<file path="src/rtl/if_fetch_queue_if.sv">
// Fetch-queue bus: instruction-memory port, EX redirect inputs and the
// valid/ready head interface towards ID. The master side is the fetch queue.
interface if_fetch_queue_if #(
    parameter int WORD      = 64,
    parameter int INST_SIZE = 32,
    parameter int DEPTH     = 4
) ();
    logic                       fetch_en;
    logic                       redirect_valid;
    logic                       redirect_sel;
    logic [WORD-1:0]            branch_target;
    logic [WORD-1:0]            reg_target;
    logic [WORD-1:0]            imem_addr;
    logic [INST_SIZE-1:0]       imem_inst;
    logic                       out_valid;
    logic                       out_ready;
    logic [INST_SIZE-1:0]       out_inst;
    logic [WORD-1:0]            out_pc;
    logic [WORD-1:0]            out_pc_incr;
    logic [$clog2(DEPTH):0]     count;

    modport master (
        input  fetch_en, redirect_valid, redirect_sel, branch_target, reg_target,
        input  imem_inst, out_ready,
        output imem_addr, out_valid, out_inst, out_pc, out_pc_incr, count
    );

    modport slave (
        output fetch_en, redirect_valid, redirect_sel, branch_target, reg_target,
        output imem_inst, out_ready,
        input  imem_addr, out_valid, out_inst, out_pc, out_pc_incr, count
    );
endinterface

</file>
<file path="src/rtl/if_fetch_queue.sv">
// Instruction-fetch stage: PC generator feeding a DEPTH-entry prefetch queue.
// Each fetched instruction is stored with its PC; ID drains the queue through
// a valid/ready handshake, and an EX redirect flushes it and reloads the PC.
module if_fetch_queue #(
    parameter int              WORD      = 64,
    parameter int              INST_SIZE = 32,
    parameter int              DEPTH     = 4,
    parameter logic [WORD-1:0] RESET_PC  = '0
) (
    input  logic               clk,
    input  logic               rst_n,
    if_fetch_queue_if.master   bus
);
    localparam int PW = $clog2(DEPTH);
    localparam int CW = PW + 1;

    logic [WORD-1:0]      fpc;
    logic [INST_SIZE-1:0] q_inst [DEPTH];
    logic [WORD-1:0]      q_pc   [DEPTH];
    logic [PW-1:0]        wr_ptr;
    logic [PW-1:0]        rd_ptr;
    logic [CW-1:0]        occ;

    logic                 valid;
    logic                 full;
    logic                 pop;
    logic                 push;
    logic [WORD-1:0]      redirect_pc;
    logic [WORD-1:0]      head_pc;

    assign valid = (occ != '0);
    assign full  = (occ == CW'(DEPTH));
    assign pop   = valid & bus.out_ready;
    // A full queue still accepts a new entry when the head leaves this cycle.
    assign push  = bus.fetch_en & ~bus.redirect_valid & (~full | pop);

    assign redirect_pc = (bus.redirect_sel ? bus.reg_target : bus.branch_target)
                         & {{(WORD-2){1'b1}}, 2'b00};

    assign bus.imem_addr = fpc;

    // PC, pointers and occupancy; redirect flushes and outranks push/pop.
    always_ff @(posedge clk or negedge rst_n) begin
        if (!rst_n) begin
            fpc    <= RESET_PC;
            wr_ptr <= '0;
            rd_ptr <= '0;
            occ    <= '0;
        end else if (bus.redirect_valid) begin
            fpc    <= redirect_pc;
            wr_ptr <= '0;
            rd_ptr <= '0;
            occ    <= '0;
        end else begin
            if (push) begin
                fpc    <= fpc + WORD'(4);
                wr_ptr <= wr_ptr + PW'(1);
            end
            if (pop) begin
                rd_ptr <= rd_ptr + PW'(1);
            end
            case ({push, pop})
                2'b10:   occ <= occ + CW'(1);
                2'b01:   occ <= occ - CW'(1);
                default: occ <= occ;
            endcase
        end
    end

    // Queue storage; contents need no reset since outputs are gated by occupancy.
    always_ff @(posedge clk) begin
        if (push) begin
            q_inst[wr_ptr] <= bus.imem_inst;
            q_pc[wr_ptr]   <= fpc;
        end
    end

    // Head-of-queue output mux, forced to zero while empty.
    always_comb begin
        head_pc      = '0;
        bus.out_inst = '0;
        if (valid) begin
            head_pc      = q_pc[rd_ptr];
            bus.out_inst = q_inst[rd_ptr];
        end
    end

    assign bus.out_valid   = valid;
    assign bus.out_pc      = head_pc;
    assign bus.out_pc_incr = valid ? head_pc + WORD'(4) : '0;
    assign bus.count       = occ;
endmodule

</file>
<file path="src/flat_wrapper.sv">
// flat-port wrapper written by rule: the top's interface ports become plain ports
module if_fetch_queue_flat 
#(
    parameter int              WORD      = 64,
    parameter int              INST_SIZE = 32,
    parameter int              DEPTH     = 4,
    parameter logic [WORD-1:0] RESET_PC  = '0
)
  (clk, rst_n, bus_fetch_en, bus_redirect_valid, bus_redirect_sel, bus_branch_target, bus_reg_target, bus_imem_inst, bus_out_ready, bus_imem_addr, bus_out_valid, bus_out_inst, bus_out_pc, bus_out_pc_incr, bus_count);
  if_fetch_queue_if #(.WORD(WORD), .INST_SIZE(INST_SIZE), .DEPTH(DEPTH)) bus_i ();
  input  logic clk;
  input  logic rst_n;
  input wire logic [$bits(bus_i.fetch_en)-1:0] bus_fetch_en;
  input wire logic [$bits(bus_i.redirect_valid)-1:0] bus_redirect_valid;
  input wire logic [$bits(bus_i.redirect_sel)-1:0] bus_redirect_sel;
  input wire logic [$bits(bus_i.branch_target)-1:0] bus_branch_target;
  input wire logic [$bits(bus_i.reg_target)-1:0] bus_reg_target;
  input wire logic [$bits(bus_i.imem_inst)-1:0] bus_imem_inst;
  input wire logic [$bits(bus_i.out_ready)-1:0] bus_out_ready;
  output wire logic [$bits(bus_i.imem_addr)-1:0] bus_imem_addr;
  output wire logic [$bits(bus_i.out_valid)-1:0] bus_out_valid;
  output wire logic [$bits(bus_i.out_inst)-1:0] bus_out_inst;
  output wire logic [$bits(bus_i.out_pc)-1:0] bus_out_pc;
  output wire logic [$bits(bus_i.out_pc_incr)-1:0] bus_out_pc_incr;
  output wire logic [$bits(bus_i.count)-1:0] bus_count;
  assign bus_i.fetch_en = bus_fetch_en;
  assign bus_i.redirect_valid = bus_redirect_valid;
  assign bus_i.redirect_sel = bus_redirect_sel;
  assign bus_i.branch_target = bus_branch_target;
  assign bus_i.reg_target = bus_reg_target;
  assign bus_i.imem_inst = bus_imem_inst;
  assign bus_i.out_ready = bus_out_ready;
  assign bus_imem_addr = bus_i.imem_addr;
  assign bus_out_valid = bus_i.out_valid;
  assign bus_out_inst = bus_i.out_inst;
  assign bus_out_pc = bus_i.out_pc;
  assign bus_out_pc_incr = bus_i.out_pc_incr;
  assign bus_count = bus_i.count;
  if_fetch_queue #(.WORD(WORD), .INST_SIZE(INST_SIZE), .DEPTH(DEPTH), .RESET_PC(RESET_PC)) u_core (.clk(clk), .rst_n(rst_n), .bus(bus_i));
endmodule
</file>
<file path="config.mk">
export PLATFORM = sky130hd
export DESIGN_NAME = if_fetch_queue_flat
export DESIGN_NICKNAME = d
export VERILOG_FILES = /design/src/rtl/if_fetch_queue_if.sv /design/src/rtl/if_fetch_queue.sv /design/src/flat_wrapper.sv
export SDC_FILE = /design/constraint.sdc
export NUM_CORES = 1
export LEC_CHECK = 0
export CORE_ASPECT_RATIO = 1.1
export CORE_MARGIN = 2
export CORE_UTILIZATION = 57
export CTS_BUF_LIST = sky130_fd_sc_hd__clkbuf_16
export DETAILED_ROUTE_END_ITERATION = 7
export GPL_TIMING_DRIVEN = 0
export PLACE_DENSITY_LB_ADDON = 0.08
export SYNTH_ARGS = -nofsm -noshare
export SYNTH_HDL_FRONTEND = slang
export SYNTH_SLANG_ARGS = --single-unit
</file>
<file path="constraint.sdc">
create_clock -name clk -period 8.3 [get_ports clk]
set_input_delay 1.66 -clock clk [delete_from_list [all_inputs] [get_ports clk]]
set_output_delay 1.66 -clock clk [all_outputs]
set_load 0.1 [all_outputs]
</file>
# After elaboration in Yosys (flattened, before gate mapping)
# Memory sizes are Yosys's and may differ from the RTL's.
# Cells that the tools add are included.
[totals]
register_bits = 71
latchBits = 0
ram_bits = 384
mem_bits_ro = 0
wordCells = 39
mem_count = 2
[mem_list]
columns = ["memory", "words", "width", "read_ports", "rd_clocked_by_memory_dff", "wr", "line", "source"]
rows = [
  ["u_core.q_pc", 4, 64, 1, 0, 1, "if_fetch_queue.sv:19", "logic [WORD-1:0] q_pc [DEPTH];"],
  ["u_core.q_inst", 4, 32, 1, 0, 1, "if_fetch_queue.sv:18", "logic [INST_SIZE-1:0] q_inst [DEPTH];"],
]
[op_classes]
add_sub_neg = 6
n_mul = 0
div = 0
magnitude_cmp = 0
n_eq_ne = 3
shifts = 0
muxes = 14
n_bitwise = 6
reduce_logical = 4
[op_table]
columns = ["cell", "n"]
rows = [
  ["$mux W64", 5],
  ["$add A64 B3 Y64 const B", 2],
  ["$mux W32", 1],
  ["$mux W2", 4],
  ["$pmux W3 S2", 1],
  ["$reduce_bool A3 Y1", 2],
  ["$add A2 B1 Y2 const B", 2],
  ["$reduce_bool A2 Y1", 2],
  ["$add A3 B1 Y3 const B", 1],
  ["$and A1 B1 Y1", 3],
  ["$eq A3 B3 Y1 const B", 1],
  ["$mux W3", 1],
  ["$sub A3 B1 Y3 const B", 1],
  ["$eq A2 B1 Y1 const B", 1],
  ["$eq A2 B2 Y1 const B", 1],
  ["$mux W1", 2],
  ["$not A1 Y1", 2],
  ["$or A1 B1 Y1", 1],
]

# Depth between registers and ports, before layout
[logic_depth]
depth_word = 7
mapped_depth = 14
ltp_nobuf = 9

# Worst setup path before layout
# OpenSTA, ideal clock, no wires.
[synth_timing]
path_kind = "reg2out"
startpoint = "register u_core.occ[0] (netlist: u_core.bus.count[0])"
endpoint = "output port bus_out_pc_incr[40]"
arrival_time_ps = 6801
t_required_ps = 6640
slack_ps = -161
path_stages_with_launch = 14
path_cell_list = "dfrtp_1 nor3_4 inv_1 clkbuf_1 clkbuf_1 clkbuf_1 and2_1 ha_1 nand4_1 nor2_1 nand3_2 clkbuf_1 or3_1 a21oi_1"
[synth_between]
elab_chain_cells = 4
[synth_lines]
columns = ["item", "line", "source"]
rows = [
  ["from (decl)", "if_fetch_queue.sv:22", "logic [CW-1:0] occ;"],
  ["from (signal assigned)", "if_fetch_queue.sv:63", "2'b10: occ <= occ + CW'(1);"],
  ["from (signal assigned)", "if_fetch_queue.sv:64", "2'b01: occ <= occ - CW'(1);"],
  ["$reduce_bool A3 Y1", "if_fetch_queue.sv:31", "assign valid = (occ != '0);"],
  ["named net bus_out_valid", "flat_wrapper.sv:21", "output wire logic [$bits(bus_i.out_valid)-1:0] bus_out_valid;"],
  ["$mux W64", "if_fetch_queue.sv:82", "if (valid) begin"],
  ["named net bus_out_pc[2]", "flat_wrapper.sv:23", "output wire logic [$bits(bus_i.out_pc)-1:0] bus_out_pc;"],
  ["$add A64 B3 Y64", "if_fetch_queue.sv:90", "assign bus.out_pc_incr = valid ? head_pc + WORD'(4) : '0;"],
  ["$mux W64", "if_fetch_queue.sv:90", ""],
  ["to (decl)", "flat_wrapper.sv:24", "output wire logic [$bits(bus_i.out_pc_incr)-1:0] bus_out_pc_incr;"],
]
# The timed path passes the listed nets, and every way through them passes these cells.

# Final worst setup path
[layout_timing]
startpoint = "register u_core.occ[1] (netlist: u_core.bus.count[1])"
endpoint = "output port bus_out_pc_incr[54]"
[layout_between]
elab_chain_cells = 4
[layout_lines]
columns = ["item", "line"]
rows = [
  ["$reduce_bool A3 Y1 *", "if_fetch_queue.sv:31"],
  ["$mux W64", "if_fetch_queue.sv:82"],
  ["$add A64 B3 Y64", "if_fetch_queue.sv:90"],
  ["$mux W64 *", "if_fetch_queue.sv:90"],
]
# Mark *: on every way between the ends. The rest lies on a longest branch, timed or not.

==> impl_results.rst <==
.. list-table::
   :header-rows: 1

   * - Metric
     - Value
   * - Status
     - finished, final reports clean
   * - Number of non-filler instances in the completed layout
     - 2,413
   * - Max Fanout on Critical Path
     - 19
   * - Ant diodes
     - 0
   * - Area share of the largest cell type after synthesis
     - 52.8%
   * - Endpoint class of the critical path
     - primary output
   * - Distinct cells, synth
     - 57
   * - Gp weighted congestion
     - 0.948
   * - Die area
     - 0.0391 mm^2
   * - Area added between synthesis and finish
     - 28.4%
   * - Power density relative to cell area
     - 273 mW/mm^2
   * - Post-placement cell area
     - 0.0260 mm^2
   * - Number of antenna violations at the first check in global routing
     - 0
   * - Maximum ir drop on the vdd rail
     - 0.000160 V
   * - Period utilization
     - 96.6%
   * - Count of buffers inserted at the top-level ports
     - 380
   * - Num Clock Sinks
     - 445
   * - TritonCTS clock tree
     - done
   * - Total number of placement rows
     - 74
   * - Final hold vios
     - 0
   * - Worst slew margin relative to its limit
     - 27.9%
   * - Via count
     - 14,900
   * - Sequential fraction of the synthesis area
     - 60.9%
   * - Critical path class
     - reg2out
   * - Number of search-and-repair iterations in the first detailed-routing pass
     - 5
   * - Mapped Area
     - 0.0214 mm^2
   * - Highest achievable clock rate
     - 0.125 GHz
   * - Cell-internal power
     - 4.47 mW
   * - Logic gate share of total power
     - 37.1%
   * - Wire length of the first global-routing pass
     - 90.5 mm
   * - CTS root buf
     - sky130_fd_sc_hd__clkbuf_16
   * - I/O pin count
     - 394
   * - Commonest non-fill, non-tap cells in the layout
     - 376 x sky130_fd_sc_hd__edfxtp_1, 359 x sky130_fd_sc_hd__clkdlybuf4s50_1, 100 x sky130_fd_sc_hd__mux2i_1, 96 x sky130_fd_sc_hd__nand2_1, 95 x sky130_fd_sc_hd__and2_1
   * - Total congestion overflow
     - 0
   * - Yosys synthesis warning count
     - 0
   * - Clock buffers created by TritonCTS
     - 44
   * - Number of synthesized flops with an enable pin
     - 376
   * - Final count of pins violating max slew
     - 0
   * - Pleak
     - 9.40 nW
   * - RSZ-0062 raised after global routing
     - false
   * - Critical path arrival
     - 6360 ps
   * - Starting density of the core
     - 57.7%
   * - Final Cell Area
     - 0.0275 mm^2
   * - Most common library cell in the layout ignoring fill and taps
     - sky130_fd_sc_hd__edfxtp_1
   * - Die X
     - 189 um
   * - Required @ worst endpoint
     - 6640 ps
   * - Fraction of layout cells with a size suffix above 1
     - 12.9%
   * - Mean cell area of the mapped netlist
     - 14.7 um^2
   * - Top cells by area in the synthesized netlist
     - sky130_fd_sc_hd__edfxtp_1 53%, sky130_fd_sc_hd__mux4_2 8.4%, sky130_fd_sc_hd__dfrtp_1 8.1%
   * - Part of the total power dissipated in sequential elements
     - 36.1%
   * - Source-to-sink clock delay at the later pin of the worst-skew pair
     - 560 ps
   * - DRC marker count from the first detailed-route iteration
     - 1,282
   * - Maximum number of pins on one net before global-route repair
     - 70
   * - Clock-pin transition on the worst setup and hold timing paths
     - 60 ps
   * - Height of the chip
     - 207 um
   * - HPWL after DPL
     - 43.5 mm
   * - Count of placed standard cells including taps
     - 2,336
   * - Routed wire per std cell
     - 24.8 um
   * - Count of state elements after synthesis
     - 445
   * - Number of DRC violations after detailed routing
     - 0
   * - All-layer global routing usage
     - 30.9%
   * - Maximum count of clock buffers along a single path
     - 3
   * - Smallest hold slack
     - 638 ps
   * - Post-synthesis cell type with the largest combined area
     - sky130_fd_sc_hd__edfxtp_1
   * - Clk_skew
     - 12.2 ps
   * - Switching part of the total power
     - 40.4%
   * - Hold bufs inserted after CTS
     - 0
   * - Avg Vias per Cell
     - 6.16
   * - Worst-Margin Slew
     - 1080 ps
   * - Fraction of power consumed by the clock network
     - 26.8%
   * - Worst hold-check path type
     - reg2reg
   * - Post-layout nets
     - 2,060
   * - Switching power total
     - 3.03 mW
   * - Launching element type of the critical path
     - flop
   * - Sum of routed wire length over all layers
     - 60.0 mm
   * - Gate Count Post-Synth
     - 1,451
   * - Number of antenna-violating nets in the routed design
     - 0
   * - Async set-reset flop share out of synthesis
     - 15.5%
   * - H-tree levels
     - 2
   * - Prevailing post-synth register cell
     - sky130_fd_sc_hd__edfxtp_1
   * - Number of endpoints failing setup at the final stage
     - 0
   * - Core Area
     - 0.0370 mm^2
   * - Via count of the first global-routing pass
     - 14,900
   * - Min cycle time layout
     - 8020 ps
   * - Count of maximum capacitance violations
     - 0
   * - Final Total Pwr
     - 7.50 mW
-- flip-flops by register name, indices dropped and copies added (netlist names) --
name and flops:
u_core.q_pc 248, u_core.q_inst 128, u_core.bus.imem_addr 62, u_core.bus.count 3
u_core.rd_ptr 2, u_core.wr_ptr 2
-- critical path, stage by stage (launching register included) --
cell                              delay, ps
sky130_fd_sc_hd__dfrtp_1                570
sky130_fd_sc_hd__nor3_4                 170
sky130_fd_sc_hd__inv_1                  340
sky130_fd_sc_hd__clkbuf_1               430
sky130_fd_sc_hd__clkbuf_2               540
sky130_fd_sc_hd__clkbuf_1               580
sky130_fd_sc_hd__and2_1                 250
sky130_fd_sc_hd__ha_1                   210
sky130_fd_sc_hd__nand4_1                260
sky130_fd_sc_hd__nor4_1                 520
sky130_fd_sc_hd__nand4_1                510
sky130_fd_sc_hd__or4_1                  660
sky130_fd_sc_hd__a21oi_2                170
sky130_fd_sc_hd__clkdlybuf4s15_2        590
-- power groups by stage --
| stage | clock [mW] | sequential [mW] | combinational, mW |
|---|---|---|---|
| 3_3_place_gp | 0 | 2.74 | 2.76 |
| 5_1_grt | 2.11 | 2.72 | 2.87 |
| 3_5_place_dp | 0 | 2.74 | 2.78 |
| 2_1_floorplan | 0 | 2.98 | 1.77 |
| 4_1_cts | 2.03 | 2.70 | 2.78 |
| 6_report | 2.01 | 2.71 | 2.78 |
-- layout make-up --
type | instances | area, um^2
Multi-Input combinational cell | 916 | 7900
Timing Repair Buffer | 386 | 3940
Clock buffer | 44 | 1100
Buffer | 74 | 442
Clock inverter | 34 | 358
Tap cell | 494 | 618
Sequential cell | 445 | 13000
Inverter | 20 | 75.1
Fill cell | 2363 | 9590
-- path summary, 6_finish.rpt --
path | startpoint | cells after the start | end | slack (ps)
hold reg to reg | u_core.bus.imem_addr[50]$_DFFE_PN0N_ | 0 | u_core.q_pc[1][50]$_DFFE_PP_ | 640
min in group asynchronous | rst_n | 2 | u_core.bus.imem_addr[12]$_DFFE_PN0N_ | 1100
setup / recovery | u_core.bus.count[1]$_DFFE_PN0P_ | 13 | bus_out_pc_incr[54] | 280
setup reg to reg | u_core.bus.count[0]$_DFFE_PN0P_ | 11 | u_core.bus.count[2]$_DFFE_PN0P_ | 4260
max in group asynchronous | rst_n | 2 | u_core.bus.imem_addr[51]$_DFFE_PN0N_ | 6860
hold / removal | u_core.bus.imem_addr[50]$_DFFE_PN0N_ | 0 | u_core.q_pc[1][50]$_DFFE_PP_ | 640
-- synthesized netlist by cell type (all sizes together), types with 2 or more instances --
| cell type | n |
|---|---|
| mux4 | 104 |
| or4 | 8 |
| or3 | 21 |
| nor2 | 76 |
| edfxtp | 376 |
| o31a | 9 |
| inv | 20 |
| nor3 | 38 |
| ha | 6 |
| nor4b | 4 |
| nand3 | 40 |
| and2 | 99 |
| nand2b | 4 |
| xnor2 | 55 |
| buf | 35 |
| dfrtp | 69 |
| a21oi | 38 |
| clkbuf | 40 |
| and4 | 12 |
| or2 | 4 |
| mux2 | 22 |
| nand2 | 97 |
| nor2b | 6 |
| o21ai | 24 |
| nand4b | 3 |
| mux2i | 100 |
| xor2 | 24 |
| nor3b | 7 |
| and3 | 19 |
| o31ai | 8 |
| o21a | 2 |
| nor4 | 30 |
| nand4 | 41 |
-- logic make-up after synthesis --
| kind of cell | after synthesis | synth area share [%] |
|---|---|---|
| xor+xnor | 79 | 3.24 |
| buf+inv | 95 | 2.42 |
| flops | 445 | 60.9 |
| other cells | 1 | 0.0175 |
| mux | 226 | 17.2 |
| compound gates | 87 | 2.39 |
| fa+ha+maj | 7 | 0.445 |
| simple gates | 511 | 13.3 |
-- metrics by stage --
| stage | setup slack (ps) | setup TNS (ps) | util [%] |
|---|---|---|---|
| after floorplan | 21.9 | 0 | - |
| after global placement | -317 | -2720 | 69.8 |
| after detailed placement | -316 | -2700 | 70.2 |
| after CTS | 22.8 | 0 | 74.2 |
| after global routing | 129 | 0 | 74.1 |
| final | 283 | 0 | 74.1 |
-- layer usage --
layer,wire (um),vias up,track usage [%]
li1,-,6511,-
met1,23100,7352,41.0
met2,29200,823,50.5
met3,5060,179,5.51
met4,2570,0,13.1
met5,0,-,0
-- what timing repair did --
item | CTS | global route
setup buffers | 0 | 0
resized for setup | 39 | 8
setup endpoints to repair | 23 | 17
Power figures use the tool's default switching activity.
